==> config.mk <==
export PLATFORM = sky130hd
export DESIGN_NAME = waypoint_collector_flat
export DESIGN_NICKNAME = d
export VERILOG_FILES = /design/src/rtl/waypoint_pkg.sv /design/src/rtl/waypoint_collector_if.sv /design/src/rtl/waypoint_collector_rise_detect.sv /design/src/rtl/waypoint_collector.sv /design/src/flat_wrapper.sv
export SDC_FILE = /design/constraint.sdc
export NUM_CORES = 1
export LEC_CHECK = 0
export ABC_AREA = 0
export CAP_MARGIN = 20
export CORE_UTILIZATION = 30
export DETAILED_ROUTE_END_ITERATION = 10
export PLACE_DENSITY = 0.61
export SLEW_MARGIN = 20
export SYNTH_ARGS = -nofsm -noshare
export SYNTH_HDL_FRONTEND = slang
export SYNTH_SLANG_ARGS = --single-unit
==> constraint.sdc <==
create_clock -name clk -period 1.55 [get_ports clk]
set_input_delay 0.465 -clock clk [delete_from_list [all_inputs] [get_ports clk]]
set_output_delay 0.465 -clock clk [all_outputs]
set_load 0.05 [all_outputs]
==> src/rtl/waypoint_pkg.sv <==
// Shared types for the waypoint collector.
//   wp_state_t : controller state encoding
//   BTN_*      : bit positions of the buttons in the edge-detector vector
package waypoint_pkg;

    typedef enum logic [2:0] {
        IDLE   = 3'd0,
        GET_X  = 3'd1,
        GET_Y  = 3'd2,
        WRITE  = 3'd3,
        OPTION = 3'd4,
        DONE   = 3'd5
    } wp_state_t;

    localparam int unsigned BTN_WR   = 0;
    localparam int unsigned BTN_NEW  = 1;
    localparam int unsigned BTN_FIN  = 2;
    localparam int unsigned BTN_UNDO = 3;
    localparam int unsigned BTN_N    = 4;

endpackage

==> src/rtl/waypoint_collector_if.sv <==
// Memory write port of the waypoint collector.
//   mem_addr  : write address
//   mem_wdata : packed {x, y} write data, x in the high half
//   mem_wren  : one-cycle write strobe
// master = collector side, slave = memory side.
interface waypoint_collector_if #(
    parameter int unsigned COORD_W = 8,
    parameter int unsigned DEPTH   = 256
);
    localparam int unsigned ADDR_W = $clog2(DEPTH);

    logic [ADDR_W-1:0]    mem_addr;
    logic [2*COORD_W-1:0] mem_wdata;
    logic                 mem_wren;

    modport master (output mem_addr, output mem_wdata, output mem_wren);
    modport slave  (input  mem_addr, input  mem_wdata, input  mem_wren);
endinterface

==> src/rtl/waypoint_collector_rise_detect.sv <==
// Rising-edge detector for a vector of synchronous level inputs.
//   clk, reset : clock, asynchronous active-high reset (clears history to 0)
//   din        : level inputs
//   rise       : high for the first cycle each input is seen high
module rise_detect #(
    parameter int unsigned WIDTH = 1
) (
    input  logic             clk,
    input  logic             reset,
    input  logic [WIDTH-1:0] din,
    output logic [WIDTH-1:0] rise
);
    logic [WIDTH-1:0] prev_q;

    always_ff @(posedge clk or posedge reset) begin
        if (reset) prev_q <= '0;
        else       prev_q <= din;
    end

    assign rise = din & ~prev_q;
endmodule

==> src/rtl/waypoint_collector.sv <==
// Waypoint collector: enter X then Y with write_en, commit the pair to memory,
// then choose finish / enter_new (/ undo) until done or memory is full.
//   clk, reset                         : clock, asynchronous active-high reset
//   x_in, y_in                         : coordinate switches
//   write_en, enter_new, finish, undo  : level buttons, synchronous to clk
//   mem                                : memory write port (master)
//   disp_x, disp_y                     : latched components for the display
//   count                              : committed waypoints
//   full, done, err                    : status; err is a one-cycle pulse
// Build option: define WAYPOINT_UNDO_EN to enable the undo button.
module waypoint_collector
    import waypoint_pkg::*;
#(
    parameter int unsigned COORD_W = 8,
    parameter int unsigned DEPTH   = 256
) (
    input  logic                         clk,
    input  logic                         reset,
    input  logic [COORD_W-1:0]           x_in,
    input  logic [COORD_W-1:0]           y_in,
    input  logic                         write_en,
    input  logic                         enter_new,
    input  logic                         finish,
    input  logic                         undo,
    waypoint_collector_if.master         mem,
    output logic [COORD_W-1:0]           disp_x,
    output logic [COORD_W-1:0]           disp_y,
    output logic [$clog2(DEPTH):0]       count,
    output logic                         full,
    output logic                         done,
    output logic                         err
);
    localparam int unsigned ADDR_W = $clog2(DEPTH);
    localparam logic [ADDR_W:0] FULL_COUNT = (ADDR_W + 1)'(DEPTH);

    wp_state_t          state_q, state_d;
    logic [ADDR_W:0]    count_q, count_d;
    logic [COORD_W-1:0] disp_x_q, disp_x_d, disp_y_q, disp_y_d;
    logic               err_q, err_d;
    logic [BTN_N-1:0]   btn, ev;

    assign btn[BTN_WR]  = write_en;
    assign btn[BTN_NEW] = enter_new;
    assign btn[BTN_FIN] = finish;
`ifdef WAYPOINT_UNDO_EN
    assign btn[BTN_UNDO] = undo;
`else
    assign btn[BTN_UNDO] = 1'b0;
    // Lint sink only: undo is not connected to any state.
    logic unused_undo;
    assign unused_undo = undo ^ ev[BTN_UNDO];
`endif

    rise_detect #(
        .WIDTH (BTN_N)
    ) u_rise_detect (
        .clk   (clk),
        .reset (reset),
        .din   (btn),
        .rise  (ev)
    );

    always_comb begin
        state_d  = state_q;
        count_d  = count_q;
        disp_x_d = disp_x_q;
        disp_y_d = disp_y_q;
        err_d    = 1'b0;
        case (state_q)
            IDLE: state_d = GET_X;
            GET_X: begin
                if (ev[BTN_WR]) begin
                    disp_x_d = x_in;
                    state_d  = GET_Y;
                end
            end
            GET_Y: begin
                if (ev[BTN_WR]) begin
                    disp_y_d = y_in;
                    state_d  = WRITE;
                end
            end
            WRITE: begin
                count_d = count_q + 1'b1;
                state_d = OPTION;
            end
            OPTION: begin
                if (ev[BTN_FIN]) begin
                    disp_x_d = '0;
                    disp_y_d = '0;
                    state_d  = DONE;
                end else if (ev[BTN_NEW]) begin
                    if (full) err_d   = 1'b1;
                    else      state_d = GET_X;
                end
`ifdef WAYPOINT_UNDO_EN
                else if (ev[BTN_UNDO]) begin
                    if (count_q != '0) count_d = count_q - 1'b1;
                    else               err_d   = 1'b1;
                end
`endif
            end
            DONE: state_d = DONE;
            default: state_d = IDLE;
        endcase
    end

    always_ff @(posedge clk or posedge reset) begin
        if (reset) begin
            state_q  <= IDLE;
            count_q  <= '0;
            disp_x_q <= '0;
            disp_y_q <= '0;
            err_q    <= 1'b0;
        end else begin
            state_q  <= state_d;
            count_q  <= count_d;
            disp_x_q <= disp_x_d;
            disp_y_q <= disp_y_d;
            err_q    <= err_d;
        end
    end

    // Address tracks count in every state; count < DEPTH whenever WRITE is reachable.
    assign mem.mem_addr  = count_q[ADDR_W-1:0];
    assign mem.mem_wdata = {disp_x_q, disp_y_q};
    assign mem.mem_wren  = (state_q == WRITE);

    assign disp_x = disp_x_q;
    assign disp_y = disp_y_q;
    assign count  = count_q;
    assign full   = (count_q == FULL_COUNT);
    assign done   = (state_q == DONE);
    assign err    = err_q;
endmodule

==> src/flat_wrapper.sv <==
// flat-port wrapper written by rule: the top's interface ports become plain ports
module waypoint_collector_flat import waypoint_pkg::*;
#(
    parameter int unsigned COORD_W = 8,
    parameter int unsigned DEPTH   = 256
)
  (clk, reset, x_in, y_in, write_en, enter_new, finish, undo, disp_x, disp_y, count, full, done, err, mem_mem_addr, mem_mem_wdata, mem_mem_wren);
  waypoint_collector_if #(.COORD_W(COORD_W), .DEPTH(DEPTH)) mem_i ();
  input  logic clk;
  input  logic reset;
  input  logic [COORD_W-1:0] x_in;
  input  logic [COORD_W-1:0] y_in;
  input  logic write_en;
  input  logic enter_new;
  input  logic finish;
  input  logic undo;
  output logic [COORD_W-1:0] disp_x;
  output logic [COORD_W-1:0] disp_y;
  output logic [$clog2(DEPTH):0] count;
  output logic full;
  output logic done;
  output logic err;
  output wire logic [$bits(mem_i.mem_addr)-1:0] mem_mem_addr;
  output wire logic [$bits(mem_i.mem_wdata)-1:0] mem_mem_wdata;
  output wire logic [$bits(mem_i.mem_wren)-1:0] mem_mem_wren;
  assign mem_mem_addr = mem_i.mem_addr;
  assign mem_mem_wdata = mem_i.mem_wdata;
  assign mem_mem_wren = mem_i.mem_wren;
  waypoint_collector #(.COORD_W(COORD_W), .DEPTH(DEPTH)) u_core (.clk(clk), .reset(reset), .x_in(x_in), .y_in(y_in), .write_en(write_en), .enter_new(enter_new), .finish(finish), .undo(undo), .mem(mem_i), .disp_x(disp_x), .disp_y(disp_y), .count(count), .full(full), .done(done), .err(err));
endmodule
After elaboration in Yosys (flattened, before gate mapping)

Cells that the tools add are included.

Register bits: 32
Input port bits: 22

Add/subtract/negate cells: 1
Equality and inequality tests: 11
Muxes and demuxes: 15
Bitwise operators: 2
Reduce and logical (&&, ||, !) cells: 6

Operator list:

| operator                                                         | count |
|---|---|
| 8-bit one-hot mux with 2 select lines                            | 2 |
| 8-bit two-way mux                                                | 3 |
| 3-bit one-hot mux with 6 select lines                            | 1 |
| 3-bit two-way mux                                                | 5 |
| 9-bit by 1-bit adder with 9-bit output (second input constant)   | 1 |
| 9-bit == test (second input constant)                            | 1 |
| 3-bit by 2-bit == test with 1-bit output (second input constant) | 2 |
| 3-bit == test (second input constant)                            | 2 |
| 2-bit by 1-bit != test with 1-bit output (second input constant) | 3 |
| 3-bit AND reduction                                              | 2 |
| 1-bit two-way mux                                                | 4 |
| 4-bit AND reduction                                              | 1 |
| 2-bit nonzero test                                               | 2 |
| 3-bit bitwise AND                                                | 1 |
| 3-bit by 1-bit == test with 1-bit output (second input constant) | 1 |
| 3-bit logical NOT                                                | 1 |
| 3-bit by 1-bit != test with 1-bit output (second input constant) | 1 |
| 3-bit by 2-bit != test with 1-bit output (second input constant) | 1 |
| 3-bit NOT                                                        | 1 |

Logic depth before layout (Yosys ltp)

Depth after elaboration: 5
Mapped depth: 5

By module

Synthesis repeated with hierarchy kept, for this count alone.

Cells, all modules: 170
Area, all modules: 1774.2 um^2

Modules (own cells, without submodules):

| module             | instances | cells an instance | area each (um^2) | seq. area each (um^2) |
|---|---|---|---|---|
| waypoint_collector | 1         | 161               | 1615.3           | 725.7 |
| rise_detect        | 1         | 9                 | 158.9            | 100.1 |

Worst setup path before layout

No wires, ideal clock.

Kind: register -> output
Start point: reg u_core.count_q[3], in the netlist u_core.count[3]
End point: out full
Arrival time: 1.645 ns
Slack: -0.560 ns
Cell stages (with the launch flop): 3
Buffers on the path: 0
Path through: dfrtp_1 -> or4_4 -> nor2_2

Longest elaborated chain between the ends: 1

RTL lines:

| what                   | RTL line                  | RTL |
|---|---|---|
| start, declared        | waypoint_collector.sv:37  | `logic [ADDR_W:0] count_q, count_d;` |
| start signal, assigned | waypoint_collector.sv:117 | `count_q <= count_d;` |
| 9-bit == test          | waypoint_collector.sv:132 | `assign full = (count_q == FULL_COUNT);` |
| end, declared          | flat_wrapper.sv:20        | `output logic full;` |

Every way passes these cells.

Worst setup path in the final report

Start point: reg u_core.count_q[2], in the netlist u_core.count[2]
End point: out full

Same word-level chain as after synthesis.

==> summary.md <==
| Metric | Value |
|---|---|
| Combinational share of power | `about two thirds` |
| Die Wd | `around 74 um` |
| Net Count, Synth | `154` |
| Drt initial violations | `52` |
| Peak VDD IR | `0.00115 V` |
| Clock group share of total power | `under 10%` |
| Switching share of power | `about 45%` |
| Post-Synthesis Cells | `130` |
| RSZ-0062 raised after global routing | `true` |
| Sequential area share after synthesis | `51.8%` |
| Yosys top cell by area | `dfrtp_1` |
| Gr ovfl total | `0` |
| Yosys top cell area share | `between 50% and 60%` |
| Reg clk slew, reported paths | `0.06 ns` |
| Final hold violation count | `0` |
| # H-tree levels | `2` |
| Tcrit/Tclk final | `128%` |
| Area contributors post-synth | `dfrtp_1 (52%), buf_4 (12%), a22o_1 (9.1%)` |
| PortBufs | `73` |
| Crit start category | `register` |
| Fin. max-slew vios | `0` |
| CP max-delay cell | `or4_4` |
| Worst slew margin | `75.0%` |
| I/O pin count | `75` |
| CP Capture Type | `output port` |
| Final setup vio count | `3` |
| Routability Congestion | `0.838` |
| DRT Pass-1 Iters | `4` |
| Hold WC Path Type | `input port to async pin` |
| Layout cells sized above 1 | `about 51%` |
| Worst EP required | `1.08 ns` |
| Post-synth EDFFs | `0` |
| Top FF cell, synth | `dfrtp_1` |
| Final hold slack | `0.522 ns` |
| FF+latch count, synth | `32` |
| Critical path cell sequence | `or4_4, nor2_4, buf_12` |
| Die Height | `73.8 um` |
| Largest net degree at the start of global routing | `33` |
| CTS tree | `yes` |
| Reg-to-reg setup timing slack | `0.03 ns` |
| Ant diodes | `0` |
| Initial Utilization | `31.9%` |
| Setup TNS | `-0.588 ns` |
| Commonest non-fill, non-tap cells in the layout | `buf_12 (55), dfrtp_1 (23), buf_4 (20), clkdlybuf4s50_1 (19), a22o_1 (16)` |
| TritonCTS Buffers | `5` |
| DR DRC count | `0` |
| Achievable clock frequency | `503 MHz` |
| Psw | `3060 uW` |
| Reg power frac | `roughly 22%` |
| Nets@finish | `230` |
| Tot GR Track Use | `16.3%` |
| DP HPWL | `2970 um` |
| Commonest non-fill, non-tap cell in the layout | `buf_12` |
| Total die area | `0.00544 mm^2` |
| Vias in the first global route | `1370` |
| Setup WS post-layout | `-0.438 ns` |
| Outcome | `finished with violations` |
| Post-Synthesis Cell Area | `0.00155 mm^2` |
| Worst Skew | `0.00330 ns` |
| Crit Path Max Fanout | `2` |
| Slew at the pin closest to its max-slew limit | `0.370 ns` |
| Post-synth ARST share | `100%` |
| Global-route wire length before repair | `6750 um` |
| CTS root buffer | `clkbuf_8` |
| Fillers | `364` |
| Antenna Nets Post-Route | `0` |
| Via count | `1298` |
| Synth-to-Final Area Change | `98.5%` |
| Yosys cell types | `33` |
| Critical path's top delay family | `simple AND/OR/NAND/NOR gates` |
| Post-synthesis average cell area | `11.9 um^2` |
| Routed Wire Length | `4080 um` |
| Sink Count | `32` |
| Max_cap viols | `0` |
| Pre-CTS WS | `-0.388 ns` |
| Lkg Pwr | `0.00136 uW` |
| Worst Path Buf+Inv | `1` |
| Fin crit period | `1.99 ns` |
| Clk buf depth | `2` |
| Worst skew pair latency | `roughly 0.28 ns` |
| WS Path Type | `register to output port` |
| Vias per cell | `4.74` |
| YS warnings | `0` |
| Core area | `0.00485 mm^2` |
| Cell-internal power | `3810 uW` |
| WL/cell | `14.9 um` |
| Cell Rows | `25` |
| Pwr/cell area | `approximately 2200 mW/mm^2` |
| Critical Path AT | `1.52 ns` |
| Worst path max stage delay | `0.56 ns` |
| Violations in the final reports | `negative setup slack` |
| Initial antenna violation count | `0` |
tightest hold or removal path: stages:
cell,delay (ns)
clkdlybuf4s50_1,0.39
inv_1,0.09
buf_12,0.21
final timing paths:
kind,start,endpoint,cells past startpoint
max,u_core.count[2],full,3
min,reset,u_core.disp_x[1],3
max reg2reg,u_core.state_q[2],u_core.state_q[0],4
min reg2reg,u_core.count[8],u_core.count[8],2
max in group asynchronous,reset,u_core.state_q[0],3
min in group clk,write_en,u_core.u_rise_detect.prev_q[0],1
Yosys cell counts, types with 3 or more instances:
cell type   n
dfrtp_1    32
buf_4      25
a22o_1     16
nand2_1     6
xor2_1      6
nor2b_1     5
nor3_1      4
inv_1       3
nor2_1      3
nor4bb_1    3
logic make-up after synthesis:
group           share of synthesized area, %
xor+xnor                                4.53
flops                                   51.8
fa+ha+maj                               1.62
simple gates                            15.8
buf+inv                                 13.1
compound gates                          13.1
layer usage:
layer | global-route usage, % | part of all wire (%) | vias up
met2 | 25.9 | 50 | 64
met5 | 0 | 0 | -
met1 | 21.4 | 40 | 640
met3 | 5.62 | 8.3 | 7
li1 | - | - | 587
met4 | 3.85 | 1.1 | 0
repair_timing:
action                     in CTS  in global routing
setup buffers                   5                  0
hold buffers                    0                  0
pin swaps                       3                  4
setup endpoints to repair      20                 20
resized for setup              11                  6
state kept, by name, indices dropped and copies added, names as in the netlist:
name                         flops
u_core.disp_y                    8
u_core.count                     9
u_core.disp_x                    8
u_core.state_q                   3
u_core.u_rise_detect.prev_q      3
u_core.err                       1
stage by stage:
| step | area [um^2] | cells | util (%) | power [uW] |
|---|---|---|---|---|
| floorplan | 1560 | 130 | - | 3840 |
| CTS | 3020 | 274 | 62.3 | 6870 |
| global route | 3070 | 274 | 63.3 | 7160 |
| global placement | 2850 | 261 | 58.8 | 5960 |
| detailed placement | 2850 | 261 | 58.8 | 6040 |
| finish | 3070 | 274 | 63.3 | 6870 |
power by group through the flow:
stage | registers (uW) | clock network [uW] | logic (uW)
after floorplan | 2130 | 0 | 1710
after global placement | 1540 | 0 | 4420
after detailed placement | 1560 | 0 | 4470
after CTS | 1530 | 666 | 4670
after global routing | 1590 | 712 | 4860
final | 1540 | 652 | 4680
final cells by class:
cell class | count | area (um^2) | share of cell area, %
clock buffer | 8 | 90.1 | 2.94
multi-input combinational | 69 | 621 | 20.2
inverter | 3 | 11.3 | 0.367
sequential | 32 | 812 | 26.5
timing repair buffer | 95 | 1450 | 47.3
tap | 67 | 83.8 | 2.73
(Power assumes the default switching activity.)
